[config.mk]
export PLATFORM = sky130hd
export DESIGN_NAME = key_sw_input_unit
export DESIGN_NICKNAME = d
export VERILOG_FILES = /design/src/rtl/key_sw_input_unit_pkg.sv /design/src/rtl/key_sw_input_unit_io_debounce.sv /design/src/rtl/key_sw_input_unit.sv
export SDC_FILE = /design/constraint.sdc
export NUM_CORES = 1
export LEC_CHECK = 0
export BUFFER_PORTS_ARGS = -buffer_cell sky130_fd_sc_hd__buf_2
export CORE_MARGIN = 5
export CORE_UTILIZATION = 55
export CTS_CLUSTER_DIAMETER = 30
export DETAILED_ROUTE_END_ITERATION = 16
export HOLD_SLACK_MARGIN = 0.03
export PLACE_DENSITY = 0.89
export SLEW_MARGIN = 20
export SYNTH_ARGS = -nofsm -noshare
export SYNTH_HDL_FRONTEND = slang
export SYNTH_SLANG_ARGS = --single-unit
[constraint.sdc]
create_clock -name clk -period 3.5 [get_ports clk]
set_input_delay 0.175 -clock clk [delete_from_list [all_inputs] [get_ports clk]]
set_output_delay 0.175 -clock clk [all_outputs]
set_load 0.03 [all_outputs]
[src/rtl/key_sw_input_unit_pkg.sv]
// rtl/key_sw_input_unit_pkg.sv - IO register map and address decode for the KEY/SW input unit
package key_sw_input_unit_pkg;

    localparam logic [31:0] ADDR_KEY     = 32'hF000_0010;
    localparam logic [31:0] ADDR_SW      = 32'hF000_0014;
    localparam logic [31:0] ADDR_KEYEDGE = 32'hF000_0018;

    typedef enum logic [1:0] {
        SEL_NONE  = 2'd0,
        SEL_KEY   = 2'd1,
        SEL_SW    = 2'd2,
        SEL_KEDGE = 2'd3
    } io_sel_e;

    // Full 32-bit compare; partial matches must not alias onto these registers
    function automatic io_sel_e decode_io_addr(input logic [31:0] addr);
        io_sel_e sel;
        sel = SEL_NONE;
        if (addr == ADDR_KEY)          sel = SEL_KEY;
        else if (addr == ADDR_SW)      sel = SEL_SW;
        else if (addr == ADDR_KEYEDGE) sel = SEL_KEDGE;
        return sel;
    endfunction

endpackage

[src/rtl/key_sw_input_unit_io_debounce.sv]
// rtl/key_sw_input_unit_io_debounce.sv - per-bit 2-flop synchroniser plus debounce counter
module io_debounce #(
    parameter logic RESET_LEVEL     = 1'b0,
    parameter int   DEBOUNCE_CYCLES = 4
) (
    input  logic clk,
    input  logic reset,
    input  logic raw,
    output logic stable
);

    localparam int CNT_BITS = $clog2(DEBOUNCE_CYCLES + 1);
    // The increment that would reach DEBOUNCE_CYCLES instead commits the new level
    localparam logic [CNT_BITS-1:0] CNT_LAST = CNT_BITS'(DEBOUNCE_CYCLES - 1);

    logic                sync1_q, sync2_q;
    logic                stable_q, stable_d;
    logic [CNT_BITS-1:0] cnt_q, cnt_d;

    // Counter runs only while the synchronised level disagrees with the accepted level
    always_comb begin
        stable_d = stable_q;
        cnt_d    = '0;
        if (sync2_q != stable_q) begin
            if (cnt_q == CNT_LAST) begin
                stable_d = sync2_q;
                cnt_d    = '0;
            end else begin
                cnt_d = cnt_q + CNT_BITS'(1);
            end
        end
    end

    // Synchroniser, counter and accepted level; reset forces the idle level
    always_ff @(posedge clk or negedge reset) begin
        if (!reset) begin
            sync1_q  <= RESET_LEVEL;
            sync2_q  <= RESET_LEVEL;
            stable_q <= RESET_LEVEL;
            cnt_q    <= '0;
        end else begin
            sync1_q  <= raw;
            sync2_q  <= sync1_q;
            stable_q <= stable_d;
            cnt_q    <= cnt_d;
        end
    end

    assign stable = stable_q;

endmodule

[src/rtl/key_sw_input_unit.sv]
// rtl/key_sw_input_unit.sv - memory-mapped KEY/SW input device with sticky key press events
module key_sw_input_unit
    import key_sw_input_unit_pkg::*;
#(
    parameter int DBITS           = 32,
    parameter int KEY_WIDTH       = 4,
    parameter int SW_WIDTH        = 10,
    parameter int DEBOUNCE_CYCLES = 4
) (
    input  logic                 clk,
    input  logic                 reset,
    input  logic [KEY_WIDTH-1:0] KEY,
    input  logic [SW_WIDTH-1:0]  SW,
    input  logic [DBITS-1:0]     dataAddr,
    input  logic                 isLoad,
    input  logic                 isStore,
    input  logic [DBITS-1:0]     wrData,
    output logic [DBITS-1:0]     rdData,
    output logic                 rdHit
);

    logic [KEY_WIDTH-1:0] key_stable;
    logic [SW_WIDTH-1:0]  sw_stable;
    logic [KEY_WIDTH-1:0] key_prev_q;
    logic [KEY_WIDTH-1:0] key_edge_q, key_edge_d;
    logic [KEY_WIDTH-1:0] key_fall, key_clr;
    io_sel_e              sel;
    logic                 unused_wr;

    for (genvar i = 0; i < KEY_WIDTH; i++) begin : g_key
        io_debounce #(
            .RESET_LEVEL     (1'b1),
            .DEBOUNCE_CYCLES (DEBOUNCE_CYCLES)
        ) u_db (
            .clk    (clk),
            .reset  (reset),
            .raw    (KEY[i]),
            .stable (key_stable[i])
        );
    end

    for (genvar i = 0; i < SW_WIDTH; i++) begin : g_sw
        io_debounce #(
            .RESET_LEVEL     (1'b0),
            .DEBOUNCE_CYCLES (DEBOUNCE_CYCLES)
        ) u_db (
            .clk    (clk),
            .reset  (reset),
            .raw    (SW[i]),
            .stable (sw_stable[i])
        );
    end

    assign unused_wr = ^wrData[DBITS-1:KEY_WIDTH];

    // Decode, press detection and write-1-to-clear; a new press beats a same-cycle clear
    always_comb begin
        sel        = decode_io_addr(32'(dataAddr));
        key_fall   = key_prev_q & ~key_stable;
        key_clr    = (isStore && sel == SEL_KEDGE) ? wrData[KEY_WIDTH-1:0] : '0;
        key_edge_d = (key_edge_q & ~key_clr) | key_fall;
    end

    // Read mux from registered state; a combined load+store behaves as a store only
    always_comb begin
        rdHit  = isLoad && !isStore && (sel != SEL_NONE);
        rdData = '0;
        if (rdHit) begin
            case (sel)
                SEL_KEY:   rdData[KEY_WIDTH-1:0] = key_stable;
                SEL_SW:    rdData[SW_WIDTH-1:0]  = sw_stable;
                SEL_KEDGE: rdData[KEY_WIDTH-1:0] = key_edge_q;
                default:   rdData = '0;
            endcase
        end
    end

    // Previous stable keys reset to released so leaving reset never looks like a press
    always_ff @(posedge clk or negedge reset) begin
        if (!reset) begin
            key_prev_q <= '1;
            key_edge_q <= '0;
        end else begin
            key_prev_q <= key_stable;
            key_edge_q <= key_edge_d;
        end
    end

endmodule
==> flow_metrics.py <==
metrics = {
    "placed_design": {
        "hpwlAfterDp_um": 4313,
        "place_inst": 410,
        "port-buffer-count": 64,
        "gp_congestion": 0.8020,
        "dp_slack_ns": 1.256,
    },
    "cts": {
        "post-cts-setup-buffers": 0,
        "cts_tree": "yes",
        "postCtsResizedCells": 0,
        "clk_latency_ns": 0.35,
        "holdBufCountCts": 14,
        "htree_levels": 3,
        "cts_inserted_buffers": 9,
        "cts_buffer_depth": 2,
        "cts_num_sinks": 92,
        "clk_pin_slew_ns": 0.07,
        "cts-root-buf": "clkbuf_8",
    },
    "worst_hold_path": {
        "min_to": "key_edge_q[3]",
        "hold_path.class": "input port to register",
        "holdCritStartpoint": "wrData[3]",
        "worstHoldPathCells": 4,
    },
    "die": {
        "ioPinCount": 115,
        "start_util_pct": 55.94,
        "die_w_um": 92.67,
        "die_area_mm2": 0.008587,
        "die_h_um": 92.67,
        "core_mm2": 0.006719,
        "rows": 30,
    },
    "logic_synthesis": {
        "synth.distinct_cells": 31,
        "netlist_area_mm2": 0.003759,
        "synth_ff_type": "dfrtp_1",
        "synth_area_per_cell_um2": 13.92,
        "synth_area_leaders": "dfrtp_1 (51%), dfstp_2 (11%), ha_1 (4.7%), buf_4 (4.4%), mux2_2 (4.2%)",
        "ys_seq_area_share_pct": 61.78,
        "yosys_warnings": 0,
        "synth_edf_count": 0,
        "synth_common_cells": "dfrtp_1 (76), buf_4 (22), nor3b_1 (21)",
        "synth_most_common_cell": "dfrtp_1",
        "synth_top_area_share_pct": 50.60,
        "yosys.area.top_type": "dfrtp_1",
        "synth_seq_cells": 92,
        "async_flop_share_pct": 100.0,
        "synth_cells": 270,
    },
    "sta": {
        "fin_setup_tns_ns": 0,
        "slew_headroom_pct": 46.33,
        "rsz0062_at_grt": "false",
        "hold_slack_ns": 0.1567,
        "hold_violations": 0,
        "fin_crit_ns": 2.213,
        "worstMarginPinSlew_ns": 0.7985,
        "finalMaxSlewViolations": 0,
        "max_freq_mhz": 451.9,
        "fin_crit_sh_pct": 63.22,
        "setup_ws_ns": 1.287,
        "setup_viol": 0,
        "finClkSkew_ns": 0.009999,
    },
    "detailed_routing": {
        "vias": 2186,
        "ant_nets": 0,
        "wire_per_inst_um": 13.46,
        "drc": 0,
        "drt_first_pass_iters": 4,
        "drt_iter0_markers": 72,
        "wl_um": 5937,
        "vias_per_cell": 4.957,
    },
    "cells_and_area": {
        "drive_above_1_share_pct": 32.96,
        "multi_input_comb_area_mm2": 0.001323,
        "area_growth_pct": 18.28,
        "seqCellArea_mm2": 0.002322,
        "final_cells": 441,
        "final_nets": 452,
        "n_antenna_cell": 0,
        "fill_cells": 477,
    },
    "job": {
        "drv_cap": 0,
    },
    "grt": {
        "grt_overflow": 0,
        "antenna_found_initial": 0,
        "grt_pass1_vias": 2258,
        "grt_pass1_wl_um": 9977,
        "grt_use_total_pct": 14.72,
        "grt_max_degree": 93,
    },
    "setup_path": {
        "ff2ff_setup_slack_ns": 2.28,
        "crit_path_end_kind": "output port",
        "path_class": "input port to output port",
        "timing.rr.end": "g_sw[9].u_db.stable",
        "arrival_ns": 2.04,
        "r2r_start": "g_sw[9].u_db.cnt_q[0]",
        "critPathRequiredTime_ns": 3.32,
        "cp_max_fo": 6,
        "cp-start-kind": "input port",
        "ff2ff_path_depth": 3,
    },
    "power_and_ir_drop": {
        "power_mw": 2.867,
        "p_leak_nw": 2.102,
        "vdd_drop_max_uv": 380.3,
        "p_per_area_mw_per_mm2": 645.0,
    },
    "outcome": {
        "outcome": "complete, no violations",
    },
}
[sequential cells by signal, indices dropped and copies added, names as in the netlist]
register            cells
key_edge_q              4
g_sw.u_db.stable       10
g_sw.u_db.cnt_q        30
g_sw.u_db.sync2_q      10
g_key.u_db.sync2_q      4
g_key.u_db.sync1_q      4
g_sw.u_db.sync1_q      10
key_prev_q              4
g_key.u_db.stable       4
g_key.u_db.cnt_q       12
[through the flow]
step	instance area (um^2)	utilization (%)
finish	4446	66.16
global route	4446	66.16
CTS	4432	65.96
detailed placement	4083	60.76
global placement	4083	60.76
floorplan	3837	-
[where the power goes]
group / switching (mW) / internal, mW
combinational: 0.289 / 0.328
clock: 0.336 / 0.400
sequential: 0.163 / 1.35
total: 0.788 / 2.08
[critical path: stages]
cell and delay, ns:
buf_2 0.11, nor4_2 0.33, nand4_2 0.24, nor4_2 0.75
and2_1 0.22, buf_2 0.20
[per-layer routing]
metal / vias up / global-route usage [%] / share of wire, %
met1: 1031 / 17.30 / 41
met2: 78 / 25.26 / 49
met3: 5 / 5.930 / 9.2
met4: 0 / 3.663 / 0.49
met5: - / 0 / 0
li1: 1072 / - / -
[placed cells by master (no fill, tap or decap), types with 3 or more instances in the layout]
cell | synthesis | final
dfrtp_1 | 76 | 76
buf_2 | 1 | 63
conb_1 | 1 | 22
nor3b_1 | 21 | 21
nor2b_1 | 16 | 16
dfstp_2 | 16 | 16
dlygate4sd3_1 | 0 | 15
xnor2_1 | 14 | 14
mux2_2 | 14 | 14
ha_1 | 14 | 14
clkbuf_8 | 0 | 9
nand2b_1 | 8 | 8
nor3_1 | 8 | 8
and2_1 | 6 | 6
and3b_1 | 6 | 6
nor2_1 | 5 | 5
nor4_2 | 4 | 4
mux2i_1 | 4 | 4
a21oi_1 | 4 | 4
inv_1 | 4 | 4
nand3_1 | 4 | 4
o31ai_1 | 4 | 4
o21ai_0 | 4 | 4
a2111oi_1 | 3 | 3
[cells by family (layout without fill, tap and decap cells)]
| logic type | count (synthesis) | count (layout) | synth area share (%) |
|---|---|---|---|
| AO/OA/AOI/OAI | 17 | 17 | 3.262 |
| XOR/XNOR | 14 | 14 | 3.262 |
| adder cells (fa/ha/maj) | 14 | 14 | 4.661 |
| buffers and inverters | 29 | 99 | 5.126 |
| flip-flops | 92 | 92 | 61.78 |
| multiplexers | 18 | 18 | 5.260 |
| other | 1 | 22 | 0.09977 |
| AND/OR/NAND/NOR | 85 | 85 | 16.54 |
[area by class of cell]
cell class	instances	share of cell area, %
multi-input combinational	170	29.75
clock buffer	11	2.955
timing repair buffer	79	10.72
tap	80	2.252
sequential	92	52.24
clock inverter	5	1.745
inverter	4	0.3377
[worst max-delay path by stage]
stage / from / to / slack (ns) / cells past startpoint
after floorplan: dataAddr[7] / rdData[0] / 1.19 / 4
after global placement: dataAddr[18] / rdData[9] / 1.27 / 6
after detailed placement: dataAddr[18] / rdData[6] / 1.26 / 6
after CTS: dataAddr[18] / rdData[6] / 1.23 / 6
after global routing: dataAddr[18] / rdData[6] / 1.12 / 6
final: dataAddr[18] / rdData[6] / 1.29 / 6
(Power assumes the default switching activity.)
